<file path="config.mk">
export PLATFORM = sky130hd
export DESIGN_NAME = spi_rx
export DESIGN_NICKNAME = d
export VERILOG_FILES = /design/src/rtl/spi_pkg.sv /design/src/rtl/spi_rx_fifo.sv /design/src/rtl/spi_rx.sv
export SDC_FILE = /design/constraint.sdc
export NUM_CORES = 1
export LEC_CHECK = 0
export ABC_AREA = 1
export CORE_AREA = 4 4 116 118
export DETAILED_ROUTE_END_ITERATION = 7
export DIE_AREA = 0 0 120 122
export SLEW_MARGIN = 5
export SYNTH_ARGS = -nofsm -noshare
export SYNTH_HDL_FRONTEND = slang
export SYNTH_HIERARCHICAL = 1
export SYNTH_SLANG_ARGS = --single-unit
export TNS_END_PERCENT = 5
</file>
<file path="constraint.sdc">
create_clock -name clk -period 2.1 [get_ports clk]
set_input_delay 0.315 -clock clk [delete_from_list [all_inputs] [get_ports clk]]
set_output_delay 0.315 -clock clk [all_outputs]
set_load 0.05 [all_outputs]
</file>
<file path="src/rtl/spi_pkg.sv">
// -----------------------------------------------------------------------------
// spi_pkg
// Shared definitions for the SPI sample path (receiver and transmitter).
//   SPI_WORD_W     : bits per SPI word, common to both directions
//   spi_rx_state_t : receiver FSM states
//   sat_inc16      : saturating +1 on a 16-bit counter
// -----------------------------------------------------------------------------
package spi_pkg;

  localparam int SPI_WORD_W = 16;

  typedef enum logic {
    IDLE  = 1'b0,
    SHIFT = 1'b1
  } spi_rx_state_t;

  function automatic logic [15:0] sat_inc16(input logic [15:0] v);
    return (v == 16'hFFFF) ? v : v + 16'd1;
  endfunction

endpackage

</file>
<file path="src/rtl/spi_rx_fifo.sv">
// -----------------------------------------------------------------------------
// spi_rx_fifo
// Synchronous show-ahead FIFO. The head entry is presented on dout whenever
// the FIFO is non-empty; dout reads as zero when empty.
//
// Parameters:
//   WIDTH : word width
//   DEPTH : number of entries, power of 2, >= 2
//
// Ports:
//   clk, reset_n : clock, asynchronous active-low reset
//   push, din    : write request and data; ignored when full unless a pop
//                  happens in the same cycle
//   pop          : remove the head entry; ignored when empty
//   full, empty  : occupancy flags
//   dout         : head entry
//
// Handshake: a push and a pop in the same cycle on a full FIFO both take
// effect. On an empty FIFO only the push takes effect, because there is no
// head entry to remove.
// -----------------------------------------------------------------------------
module spi_rx_fifo #(
  parameter int WIDTH = 16,
  parameter int DEPTH = 4
) (
  input  logic             clk,
  input  logic             reset_n,
  input  logic             push,
  input  logic [WIDTH-1:0] din,
  input  logic             pop,
  output logic             full,
  output logic             empty,
  output logic [WIDTH-1:0] dout
);

  localparam int AW = $clog2(DEPTH);
  localparam int CW = AW + 1;

  logic [WIDTH-1:0] mem [DEPTH];
  logic [AW-1:0]    wr_ptr;
  logic [AW-1:0]    rd_ptr;
  // One extra bit so that DEPTH entries and zero entries are distinct.
  logic [CW-1:0]    count;
  logic             do_push;
  logic             do_pop;

  assign empty   = (count == '0);
  assign full    = (count == CW'(DEPTH));
  assign do_pop  = pop && !empty;
  assign do_push = push && (!full || do_pop);
  assign dout    = empty ? '0 : mem[rd_ptr];

  // Pointers wrap naturally because DEPTH is a power of 2.
  always_ff @(posedge clk or negedge reset_n) begin
    if (!reset_n) begin
      wr_ptr <= '0;
      rd_ptr <= '0;
      count  <= '0;
    end else begin
      if (do_push) wr_ptr <= wr_ptr + AW'(1);
      if (do_pop)  rd_ptr <= rd_ptr + AW'(1);
      case ({do_push, do_pop})
        2'b10:   count <= count + CW'(1);
        2'b01:   count <= count - CW'(1);
        default: count <= count;
      endcase
    end
  end

  // Storage needs no reset: dout is masked while the FIFO is empty.
  always_ff @(posedge clk) begin
    if (do_push) mem[wr_ptr] <= din;
  end

endmodule

</file>
<file path="src/rtl/spi_rx.sv">
// -----------------------------------------------------------------------------
// spi_rx
// SPI peripheral receiver, mode 0 (CPOL=0, CPHA=0), MSB first. sck, cs_n and
// sdi are oversampled in the clk domain (clk >= 4x sck). Received words are
// buffered in a show-ahead FIFO drained over a valid/ready handshake.
//
// Parameters:
//   WORD_W      : bits per word (default SPI_WORD_W = 16)
//   FIFO_DEPTH  : word buffer entries, power of 2, >= 2
//   SYNC_STAGES : flip-flops per input synchronizer, >= 2
//
// Ports:
//   clk, reset_n      : system clock, asynchronous active-low reset
//   sck, cs_n, sdi    : SPI bus from the MCU, asynchronous to clk
//   rx_data, rx_valid : FIFO head word and non-empty flag
//   rx_ready          : consumer accepts rx_data
//   busy              : frame in progress; mirrors the FSM state (1 = SHIFT)
//   overflow          : sticky, a word was dropped on a full FIFO
//   frame_err         : sticky, cs_n rose with a partial word
//   clr_err           : synchronous clear of both sticky flags; a set event
//                       in the same cycle wins
//   word_cnt, drop_cnt: (SPI_RX_STATS_EN only) saturating counts of words
//                       pushed / dropped; not affected by clr_err
//
// Handshake: rx_data is transferred on every clk edge where rx_valid and
// rx_ready are both high; rx_valid never depends on rx_ready.
//
// Compile-time option: define SPI_RX_STATS_EN to add word_cnt / drop_cnt.
//
// Latency: the FIFO write happens SYNC_STAGES+2 edges after the edge that
// first samples the final sck high (synchronizer, shift, push stage, write).
// -----------------------------------------------------------------------------
module spi_rx
  import spi_pkg::*;
#(
  parameter int WORD_W      = SPI_WORD_W,
  parameter int FIFO_DEPTH  = 4,
  parameter int SYNC_STAGES = 2
) (
  input  logic              clk,
  input  logic              reset_n,
  input  logic              sck,
  input  logic              cs_n,
  input  logic              sdi,
  output logic [WORD_W-1:0] rx_data,
  output logic              rx_valid,
  input  logic              rx_ready,
  output logic              busy,
  output logic              overflow,
  output logic              frame_err,
  input  logic              clr_err
`ifdef SPI_RX_STATS_EN
  ,
  output logic [15:0]       word_cnt,
  output logic [15:0]       drop_cnt
`endif
);

  localparam int CNT_W = $clog2(WORD_W);

  // ---------------------------------------------------------------------------
  // Input synchronizers and edge detection
  // ---------------------------------------------------------------------------
  logic [SYNC_STAGES-1:0] sck_sync;
  logic [SYNC_STAGES-1:0] cs_sync;
  logic [SYNC_STAGES-1:0] sdi_sync;
  logic                   sck_d;
  logic                   cs_d;
  logic                   sck_s;
  logic                   cs_s;
  logic                   sdi_s;
  logic                   sck_rise;
  logic                   cs_fall;
  logic                   cs_rise;

  // The cs_n chain resets low on purpose: if reset is released while the MCU
  // already holds cs_n low, no falling edge is seen and that frame is not
  // joined. An idle-high cs_n only produces a rising edge, ignored in IDLE.
  always_ff @(posedge clk or negedge reset_n) begin
    if (!reset_n) begin
      sck_sync <= '0;
      cs_sync  <= '0;
      sdi_sync <= '0;
      sck_d    <= 1'b0;
      cs_d     <= 1'b0;
    end else begin
      sck_sync <= {sck_sync[SYNC_STAGES-2:0], sck};
      cs_sync  <= {cs_sync[SYNC_STAGES-2:0], cs_n};
      sdi_sync <= {sdi_sync[SYNC_STAGES-2:0], sdi};
      sck_d    <= sck_s;
      cs_d     <= cs_s;
    end
  end

  assign sck_s    = sck_sync[SYNC_STAGES-1];
  assign cs_s     = cs_sync[SYNC_STAGES-1];
  assign sdi_s    = sdi_sync[SYNC_STAGES-1];
  assign sck_rise = sck_s & ~sck_d;
  assign cs_fall  = ~cs_s & cs_d;
  assign cs_rise  = cs_s & ~cs_d;

  // ---------------------------------------------------------------------------
  // Deserializer FSM
  // ---------------------------------------------------------------------------
  spi_rx_state_t     state;
  logic [CNT_W-1:0]  bit_cnt;
  logic [WORD_W-1:0] shift_reg;
  logic              word_vld;   // one-cycle pulse: shift_reg holds a full word
  logic              ferr_evt;   // one-cycle pulse: frame ended mid-word

  logic              shift_now;
  logic              last_bit;
  logic [WORD_W-1:0] shift_next;
  logic [CNT_W-1:0]  cnt_next;

  always_comb begin
    shift_now  = (state == SHIFT) && sck_rise;
    last_bit   = (bit_cnt == CNT_W'(WORD_W - 1));
    shift_next = {shift_reg[WORD_W-2:0], sdi_s};
    cnt_next   = bit_cnt;
    if (shift_now) cnt_next = last_bit ? '0 : bit_cnt + CNT_W'(1);
  end

  always_ff @(posedge clk or negedge reset_n) begin
    if (!reset_n) begin
      state     <= IDLE;
      bit_cnt   <= '0;
      shift_reg <= '0;
      busy      <= 1'b0;
      word_vld  <= 1'b0;
      ferr_evt  <= 1'b0;
    end else begin
      word_vld <= 1'b0;
      ferr_evt <= 1'b0;
      case (state)
        IDLE: begin
          // sck activity outside a frame is ignored.
          if (cs_fall) begin
            state   <= SHIFT;
            busy    <= 1'b1;
            bit_cnt <= '0;
          end
        end
        SHIFT: begin
          if (shift_now) shift_reg <= shift_next;
          word_vld <= shift_now && last_bit;
          bit_cnt  <= cnt_next;
          // A bit arriving with the cs_n rise is shifted first; the end-of-
          // frame check then looks at the updated count.
          if (cs_rise) begin
            state    <= IDLE;
            busy     <= 1'b0;
            bit_cnt  <= '0;
            ferr_evt <= (cnt_next != '0);
          end
        end
        default: begin
          state <= IDLE;
          busy  <= 1'b0;
        end
      endcase
    end
  end

  // ---------------------------------------------------------------------------
  // Push stage: copies the completed word out of shift_reg, which stays
  // stable for several clk cycles because sck runs at most at clk/4.
  // ---------------------------------------------------------------------------
  logic              push_vld;
  logic [WORD_W-1:0] push_word;

  always_ff @(posedge clk or negedge reset_n) begin
    if (!reset_n) begin
      push_vld  <= 1'b0;
      push_word <= '0;
    end else begin
      push_vld <= word_vld;
      if (word_vld) push_word <= shift_reg;
    end
  end

  // ---------------------------------------------------------------------------
  // Word FIFO
  // ---------------------------------------------------------------------------
  logic fifo_full;
  logic fifo_empty;
  logic pop;
  logic drop;

  assign rx_valid = ~fifo_empty;
  assign pop      = rx_valid && rx_ready;
  // A full FIFO still takes the word when the head leaves in the same cycle.
  assign drop     = push_vld && fifo_full && !pop;

  spi_rx_fifo #(
    .WIDTH (WORD_W),
    .DEPTH (FIFO_DEPTH)
  ) u_fifo (
    .clk     (clk),
    .reset_n (reset_n),
    .push    (push_vld),
    .din     (push_word),
    .pop     (pop),
    .full    (fifo_full),
    .empty   (fifo_empty),
    .dout    (rx_data)
  );

  // ---------------------------------------------------------------------------
  // Sticky error flags: set has priority over clr_err.
  // ---------------------------------------------------------------------------
  always_ff @(posedge clk or negedge reset_n) begin
    if (!reset_n) begin
      overflow  <= 1'b0;
      frame_err <= 1'b0;
    end else begin
      if (drop)         overflow <= 1'b1;
      else if (clr_err) overflow <= 1'b0;
      if (ferr_evt)     frame_err <= 1'b1;
      else if (clr_err) frame_err <= 1'b0;
    end
  end

`ifdef SPI_RX_STATS_EN
  // ---------------------------------------------------------------------------
  // Statistics counters, saturating at 16'hFFFF.
  // ---------------------------------------------------------------------------
  logic accepted;

  assign accepted = push_vld && !drop;

  always_ff @(posedge clk or negedge reset_n) begin
    if (!reset_n) begin
      word_cnt <= '0;
      drop_cnt <= '0;
    end else begin
      if (accepted) word_cnt <= sat_inc16(word_cnt);
      if (drop)     drop_cnt <= sat_inc16(drop_cnt);
    end
  end
`endif

endmodule

</file>
Yosys cells after proc, flatten, opt, wreduce, memory -nomap -nowiden
Memory sizes are Yosys's and may differ from the RTL's.
Index checks and enable logic that the tools add are counted.
- bitwise operators: 8
- muxes and demuxes: 21
- add/sub/neg operators: 5
- reductions and logical operators: 18
- equal/unequal tests: 6
- operators by type and width (kind ; number):
    $mux 16 ; 1
    $mux 4 ; 4
    $mux 1 ; 12
    $pmux 4 s2 ; 1
    $logic_and 1x1->1 ; 7
    $pmux 3 s2 ; 1
    $reduce_bool 2->1 ; 3
    $not 1->1 ; 5
    $add 2x1->2 const B ; 2
    $add 4x1->4 const B ; 1
    $eq 4x4->1 const B ; 1
    $ne 2x2->1 const B ; 2
    $pmux 1 s2 ; 2
    $reduce_and 2->1 ; 2
    $reduce_bool 4->1 ; 1
    $add 3x1->3 const B ; 1
    $and 1x1->1 ; 3
    $eq 3x3->1 const B ; 1
    $logic_not 1->1 ; 3
    $logic_not 3->1 ; 1
    $sub 3x1->3 const B ; 1
    $eq 2x1->1 const B ; 1
    $eq 2x2->1 const B ; 1
    $logic_or 1x1->1 ; 1
- memory bits (writable): 64
- bits in registers: 58
- input port bits: 7
- output and inout bits: 20
- memories kept: 1
- memories (memory ; words ; width ; read ports ; clocked after Yosys merged registers in ; wr ports ; line ; source):
    u_fifo.mem ; 4 ; 16 ; 1 ; 0 ; 1 ; spi_rx_fifo.sv:39 ; logic [WIDTH-1:0] mem [DEPTH];

Logic depth before layout (Yosys ltp)
Gate-level depths: netlist (run 1).
- word-level depth: 8
- mapped depth: 13
- depth with buffers taken out: 12

By module
The synthesis (run 1) kept the hierarchy.
- modules (own cells, without submodules) (module ; cells each ; area an instance (sq um) ; times used):
    spi_rx_fifo ; 244 ; 2926.6 ; 1
    spi_rx ; 183 ; 1968.1 ; 1

Worst setup path after synthesis (run 1)
No wires, ideal clock.
- kind: register to register
- start point: reg u_fifo.count[0]
- end point: mem u_fifo.mem[0][0] (enable)
- period minus slack after synthesis: 2.324 ns
- data required time: 1.711 ns
- arrival: 1.935 ns
- slack: -0.224 ns
- cell stages (with the launch flop): 8
- cells stage by stage: dfrtp_1 > nor2_2 > nand2_2 > inv_2 > buf_2 > nor2_1 > o21ai_4 > nor2_1
- word-level cells in the longest chain between the ends: 8
- ends and longest elaborated chain (what ; line ; source):
    start, declared ; spi_rx_fifo.sv:43 ; logic [CW-1:0] count;
    start signal, assigned ; spi_rx_fifo.sv:63 ; 2'b10: count <= count + CW'(1);
    start signal, assigned ; spi_rx_fifo.sv:64 ; 2'b01: count <= count - CW'(1);
    start signal, assigned ; spi_rx_fifo.sv:65 ; default: count <= count;
    $logic_not 3->1 ; spi_rx_fifo.sv:47 ; assign empty = (count == '0);
    named net fifo_empty ; spi_rx.sv:186 ; logic fifo_empty;
    $not 1->1 ; spi_rx.sv:190 ; assign rx_valid = ~fifo_empty;
    $logic_and 1x1->1 ; spi_rx.sv:191 ; assign pop = rx_valid && rx_ready;
    named net pop ; spi_rx.sv:187 ; logic pop;
    $logic_and 1x1->1 ; spi_rx_fifo.sv:49 ; assign do_pop = pop && !empty;
    $logic_or 1x1->1 ; spi_rx_fifo.sv:50 ; assign do_push = push && (!full || do_pop);
    $logic_and 1x1->1 ; spi_rx_fifo.sv:50 ;
    $mux 1 ; spi_rx_fifo.sv:72 ; if (do_push) mem[wr_ptr] <= din;
    $mux 1 (not written as such) ; spi_rx_fifo.sv:72 ;
    end, declared ; spi_rx_fifo.sv:39 ;
The timed path passes the listed nets, and every way through them passes these cells.

Worst setup path after layout (run 1)
- start point: reg u_fifo.rd_ptr[1]
- end point: out rx_data[8]
- word-level cells in the longest chain between the ends: 2
- ends and longest elaborated chain (what ; line ; source):
    start, declared ; spi_rx_fifo.sv:41 ; logic [AW-1:0] rd_ptr;
    start signal, assigned ; spi_rx_fifo.sv:61 ; if (do_pop) rd_ptr <= rd_ptr + AW'(1);
    $mem_v2 4x16 ; n/a ;
    $mux 16 ; spi_rx_fifo.sv:51 ; assign dout = empty ? '0 : mem[rd_ptr];
    end, declared ; spi_rx.sv:45 ; output logic [WORD_W-1:0] rx_data,
Every way passes these cells.

==> metrics.md, run 1 <==
| Metric | Value |
|---|---|
| Summed instance area of the synthesized netlist | 4890 um2 |
| Antenna violations before repair | 0 |
| Final count of pins violating max slew | 0 |
| Worst-path maximum fanout | 10 |
| Clock-pin slew on the worst setup and hold paths | 0.05 ns |
| Area contributors post-synth | edfxtp_1 39%, dfrtp_1 30%, nor2_1 6.1% |
| Final non-filler cell total | 655 |
| Via-to-Cell Ratio | 4.64 |
| CP Launch Type | flop |
| Max clock buf depth | 2 |
| Synth-to-Final Area Change | 22.2% |
| Post-route clock skew | 0.00648 ns |
| Via Count | 3038 |
| Post-route fraction of the period consumed by the critical path | 95.6% |
| Setup repair after global routing missed its margin | yes |
| Tightest Pin Transition | 0.706 ns |
| Period minus WS final | 2.01 ns |
| Maxcap violations | 0 |
| Placed cell areas | 5380 um2 |
| Number of synthesis warnings | 6 |
| Global-route wire length before repair | 15400 um |
| Average routed wire per standard cell | 13.8 um |
| Remaining global-route overflow | 0 |
| Share of flip-flops with an asynchronous set or reset | 47.5% |
| Result of the run | complete, no violations |
| Ports placed on the boundary | 27 |
| Number of flops mapped to enable cells by yosys | 64 |
| Worst setup path class | flop to primary output |
| Pin count of the biggest net entering global routing | 28 |
| Post-layout instance area | 5980 um2 |
| Area enclosed by the die boundary | 14600 um2 |
| Clk Latency, worst-skew pair | 0.40 ns |
| Most frequent standard cell in the layout excluding fill and tap cells | nor2_1 |
| Global-route usage over all layers | 13.6% |
| Maximum frequency from static timing analysis | 498 MHz |
| Cells along the critical path | buf_4, nor2_1, o21ai_0, a21oi_1, buf_4 |
| TritonCTS sink count | 122 |
| Maximum single-stage delay on the critical path | 0.48 ns |
| Dpl hpwl | 5990 um |
| WP data required | 1.78 ns |
| Y dimension of the die | 122 um |
| Type of destination of the critical path | primary output |
| Clock group share of total power | 33.5% |
| Final setup violation count | 0 |
| Comb pwr share | 33.2% |
| Sequential element share of the synthesized area | 68.9% |
| Final antenna-violating net count | 0 |
| Detailed Route WL | 9020 um |
| Register share of total power | 33.3% |
| Maximum vdd ir drop | 563 uV |
| Weighted congestion at the end of routability-driven global placement | 0.806 |
| Pleak | 2.54 nW |
| Cell with the largest stage delay on the worst path | dfrtp_2 |
| Area of combinational cells with multiple inputs | 1300 um2 |
| Top cell type's share of synthesized area | 39.3% |
| Number of hold violations in the final report | 0 |
| Hold WS | 0.348 ns |
| Port Buf Inserts | 26 |
| DRC errors left | 0 |
| Slew margin rel. | 53.0% |
| Net Count, Synth | 440 |
| Max reg flops | 64 |
| Arrival time at the worst endpoint | 1.69 ns |
| Post-synthesis cell type with the largest combined area | edfxtp_1 |
| Overall power of the completed layout | 0.00827 W |
| CTS root buf | clkbuf_16 |
| PwrDens | 1380 nW/um2 |
| Placed Cells incl. Taps | 623 |
| Storage element area | 3380 um2 |
| Hold WC Path Type | flop to flop |
| Violation count after the first detailed-routing iteration | 146 |
| Horizontal die dimension | 120 um |
| Setup tns final | 0 ns |
| Most frequent cell on the critical path | buf_4 |
| Number of placement rows | 41 |
| Floorplan Core Area | 12500 um2 |
| Switch share | 35.7% |
| Antenna cells | 0 |
| Commonest register cell after synthesis | edfxtp_1 |
| H-tree depth reported by CTS | 4 |
| Number of global-route vias before repair | 3091 |
| Detailed-router iteration count before antenna repair | 5 |
| TritonCTS clock tree | yes |
| Initial Utilization | 39.3% |
| Pint | 0.00532 W |
| Post-Synthesis Mean Instance Area | 11.5 um2 |
| Number of nets in the finished design | 484 |
| Fraction of final layout cells sized beyond drive strength 1 | 18.0% |
| Switching pwr | 0.00296 W |
| Num CTS Buffers | 17 |
| Most used cells in the layout excluding fill and tap cells | 79 x nor2_1, 73 x nand2_1, 64 x edfxtp_1, 56 x dfrtp_1, 34 x o21ai_0 |
| Fillers | 1128 |
| #FFs+latches synth | 122 |
| Number of different library cells in the post-synthesis netlist | 27 |
| Cell count after synthesis | 427 |
==> synthesized netlist by cell type, types with 2 or more instances <==
master and instances:
dfrtp_1 58, clkbuf_2 3, buf_2 7, o22ai_1 3, nand2_1 73, nand3_1 9
nand3_2 2, a21oi_1 20, o21ai_1 3, mux2_2 15, inv_1 29, buf_4 6
nor2_1 79, xor2_1 3, inv_2 3, nand2_2 3, o21ai_0 34, ha_1 5
edfxtp_1 64
==> logic make-up after synthesis <==
logic type | synth area share, %
AND/OR/NAND/NOR | 14.1
flip-flops | 68.9
AO/OA/AOI/OAI | 6.70
buffers and inverters | 4.63
multiplexers | 3.45
adder cells (fa/ha/maj) | 1.69
XOR/XNOR | 0.537
==> what timing repair did <==
action	in CTS	in global routing
hold buffers	1	0
hold endpoints to repair	16	0
resized for setup	2	8
buffers inserted	0	0
setup endpoints to repair	11	15
pin swaps	0	0
==> path summary, 6_finish.rpt <==
check,startpoint,end,slack (ns),cells past startpoint
worst min-delay path,sck_sync[0],sck_sync[1],0.35,0
worst max-delay path,u_fifo/rd_ptr[1],rx_data[8],0.09,5
worst max register to register,u_fifo/count[2],u_fifo/count[2],0.22,12
min in group asynchronous,reset_n,shift_reg[2],0.42,2
worst min register to register,sck_sync[0],sck_sync[1],0.35,0
max in group asynchronous,reset_n,push_word[10],0.98,3
==> area by class of cell <==
type | instances | area share, %
timing repair buffer | 42 | 6.69
multi-input combinational | 256 | 21.7
tap | 172 | 3.60
inverter | 32 | 2.09
clock buffer | 20 | 7.30
sequential | 122 | 56.4
clock inverter | 11 | 2.15
==> through the flow <==
stage	setup slack [ns]	util, %
2_1_floorplan	-0.224	-
5_1_grt	-0.0157	48.0
3_3_place_gp	0.122	43.1
3_5_place_dp	0.0414	43.1
6_report	0.0919	48.0
4_1_cts	0.00567	47.8
==> critical path, delay by kind of cell, from the launching register on <==
kind / cells / cell delay [ns]
and+or+nand+nor: 1 / 0.11
buffers and inverters: 2 / 0.41
DFF: 1 / 0.48
AOI/OAI and AO/OA: 2 / 0.28
==> metal layers <==
layer	share of wire, %	vias to the layer above	track usage [%]
met5	0	-	0
met4	1.2	0	4.58
met3	2.8	13	4.18
met1	47	1473	17.4
met2	49	48	22.2
li1	-	1504	-
==> power groups by stage <==
stage                     Sequential, W  Combinational (W)  Clock, W
final                           0.00275            0.00275   0.00277
after global routing            0.00277            0.00299   0.00294
after CTS                       0.00274            0.00274   0.00282
after detailed placement        0.00277            0.00271         0
after global placement          0.00277            0.00268         0
after floorplan                 0.00274            0.00195         0
(Power assumes the default switching activity.)
==> run 2: changes to the inputs <==
- TNS_END_PERCENT: 5 -> not set
==> run 2 against run 1 <==
Power is 7.8% higher. Clock power up 3%. Die area unchanged. Global-route usage about the same. Wire length grew 3.5%. Sequential power about the same. Clock skew grew 0.00083 ns. Non-clock buffer count rose by 7. Sequential share of layout area fell by 2.9 points. Register-to-register slack gained 0.04 ns. Critical path depth increased by 2. Critical endpoint is now rx_data[5].
==> metrics.md, run 2 (synthesis results as in run 1) <==
| Metric | Value |
|---|---|
| Arrival time at the worst endpoint | 1.75 ns (+0.06 ns) |
| Most frequent cell on the critical path | nor2_1 |
| Area of combinational cells with multiple inputs | 1390 um2 (+7.2%) |
| Area enclosed by the die boundary | 14600 um2 (unchanged) |
| Y dimension of the die | 122 um (unchanged) |
| Cell with the largest stage delay on the worst path | dfrtp_2 |
| Final count of pins violating max slew | 0 (unchanged) |
| CTS root buf | clkbuf_16 |
| Num CTS Buffers | 17 (unchanged) |
| Max reg flops | 64 (unchanged) |
| Slew margin rel. | 53.8% (+0.79 points) |
| TritonCTS sink count | 122 (unchanged) |
| Fraction of final layout cells sized beyond drive strength 1 | 24.8% (+6.8 points) |
| Number of nets in the finished design | 491 (+1.4%) |
| Remaining global-route overflow | 0 (unchanged) |
| Post-route clock skew | 0.00731 ns (+0.000833 ns) |
| Via Count | 3108 (+2.3%) |
| WP data required | 1.78 ns (about the same) |
| Most frequent standard cell in the layout excluding fill and tap cells | nand2_1 |
| Global-route usage over all layers | 13.6% (+0.041 points) |
| CP Launch Type | flop |
| Clk Latency, worst-skew pair | 0.41 ns (about the same) |
| Initial Utilization | 39.3% (unchanged) |
| Setup tns final | 0 ns (unchanged) |
| Violation count after the first detailed-routing iteration | 162 (+11%) |
| Number of placement rows | 41 (unchanged) |
| Count of buffer and inverter cells on the critical path | 3 (+1) |
| Average routed wire per standard cell | 14.1 um (+2.3%) |
| H-tree depth reported by CTS | 4 (unchanged) |
| Via-to-Cell Ratio | 4.69 (+1.1%) |
| Synth-to-Final Area Change | 28.9% |
| Weighted congestion at the end of routability-driven global placement | 0.758 (-6.0%) |
| Clock-pin slew on the worst setup and hold paths | 0.05 ns (about the same) |
| Overall power of the completed layout | 0.00891 W (+7.8%) |
| Detailed-router iteration count before antenna repair | 4 (-1) |
| Pleak | 2.66 nW (+4.5%) |
| Floorplan Core Area | 12500 um2 (unchanged) |
| Detailed Route WL | 9340 um (+3.5%) |
| Maximum single-stage delay on the critical path | 0.45 ns (-0.03 ns) |
| Final antenna-violating net count | 0 (unchanged) |
| Maximum frequency from static timing analysis | 484 MHz (-2.8%) |
| Ports placed on the boundary | 27 (unchanged) |
| Hold WC Path Type | flop to flop |
| Number of hold violations in the final report | 0 (unchanged) |
| DRC errors left | 0 (unchanged) |
| Dpl hpwl | 5960 um (-0.61%) |
| Final setup violation count | 0 (unchanged) |
| Type of destination of the critical path | primary output |
| TritonCTS clock tree | yes |
| Pin count of the biggest net entering global routing | 25 (-11%) |
| Antenna violations before repair | 0 (unchanged) |
| Antenna cells | 0 (unchanged) |
| PwrDens | 1410 nW/um2 (+2.2%) |
| Most used cells in the layout excluding fill and tap cells | 73 x nand2_1, 64 x edfxtp_1, 60 x nor2_1, 56 x dfrtp_1, 29 x inv_1 |
| Top cell family by delay on the critical path | buffers and inverters |
| Cells along the critical path | buf_8, clkbuf_16, nor2_1, nor2_1, o21ai_1, a21oi_1, buf_4 |
| Period minus WS final | 2.07 ns (+0.0573 ns) |
| Result of the run | complete, no violations |
| Storage element area | 3380 um2 (unchanged) |
| Max clock buf depth | 2 (unchanged) |
| Maximum vdd ir drop | 535 uV (-4.9%) |
| Maxcap violations | 0 (unchanged) |
| Tightest Pin Transition | 0.694 ns (-0.0118 ns) |
| Fillers | 1038 (-8.0%) |
| Worst-path maximum fanout | 7 (-3) |
| Port Buf Inserts | 26 (unchanged) |
| Post-route fraction of the period consumed by the critical path | 98.4% (+2.7 points) |
| Worst setup path class | flop to primary output |
| Global-route wire length before repair | 15200 um (-1.3%) |
| Setup repair after global routing missed its margin | yes |
| Number of global-route vias before repair | 3028 (-2.0%) |
| Horizontal die dimension | 120 um (unchanged) |
==> run 2: cell types whose count changed in the layout (fill, tap and decap cells not counted), sizes merged <==
cell and delta:
clkbuf +6, clkinv -3, inv +1, buf +4
bufinv -2, clkinvlp +2
==> run 2: power by group <==
part / internal (W) / switching [W] / total [W] / leakage (nW)
clock: 0.00187 / 0.000996 / 0.00286 / 0.295
sequential: 0.00262 / 0.000124 / 0.00275 / 1.33
combinational: 0.00123 / 0.00207 / 0.00330 / 1.03
total: 0.00572 / 0.00319 / 0.00891 / 2.66
==> run 2: metrics by stage <==
| stage | setup WS [ns] | area [um2] | hold WS (ns) | cells | utilization (%) |
|---|---|---|---|---|---|
| floorplan | -0.114 | 4900 | 0.0194 | 427 | - |
| global placement | 0.175 | 5420 | 0.332 | 623 | 43.5 |
| detailed placement | 0.137 | 5420 | 0.336 | 623 | 43.5 |
| CTS | 0.00819 | 6050 | 0.326 | 656 | 48.5 |
| global route | -0.0712 | 6310 | 0.325 | 663 | 50.6 |
| finish | 0.0346 | 6310 | 0.346 | 663 | 50.6 |
==> run 2: metal layers <==
metal	vias up	share of wire [%]	global-route usage, %
li1	1523	-	-
met1	1516	44	16.8
met2	56	50	22.1
met3	13	4.5	4.50
met4	0	1.6	5.80
met5	-	0	0
==> run 2: repair_timing <==
| item | 4_1_cts | 5_1_grt |
|---|---|---|
| hold buffers | 1 | 0 |
| endpoints found under the hold margin | 20 | 0 |
| setup buffers | 0 | 3 |
| pin swaps | 0 | 23 |
| cloned | 0 | 4 |
| gates resized for setup | 5 | 63 |
| endpoints found under the setup margin | 10 | 17 |
==> run 2: final cells by class <==
class	count	area share, %
clock buffers	23	8.27
clock inverters	9	1.27
flip-flops and latches	122	53.5
repair buffers	49	9.26
well taps	172	3.41
multi-input cells	256	22.1
inverters	32	2.18
==> run 2: path summary, 6_finish.rpt <==
kind | slack (ns) | endpoint | start | cells past startpoint
min reg2reg | 0.35 | sdi_sync[1] | sdi_sync[0] | 0
min in group asynchronous | 0.44 | shift_reg[10] | reset_n | 2
min | 0.35 | sdi_sync[1] | sdi_sync[0] | 0
max in group asynchronous | 1.09 | sck_d | reset_n | 3
max reg2reg | 0.26 | u_fifo/count[2] | u_fifo/count[0] | 12
max | 0.03 | rx_data[5] | u_fifo/rd_ptr[0] | 7
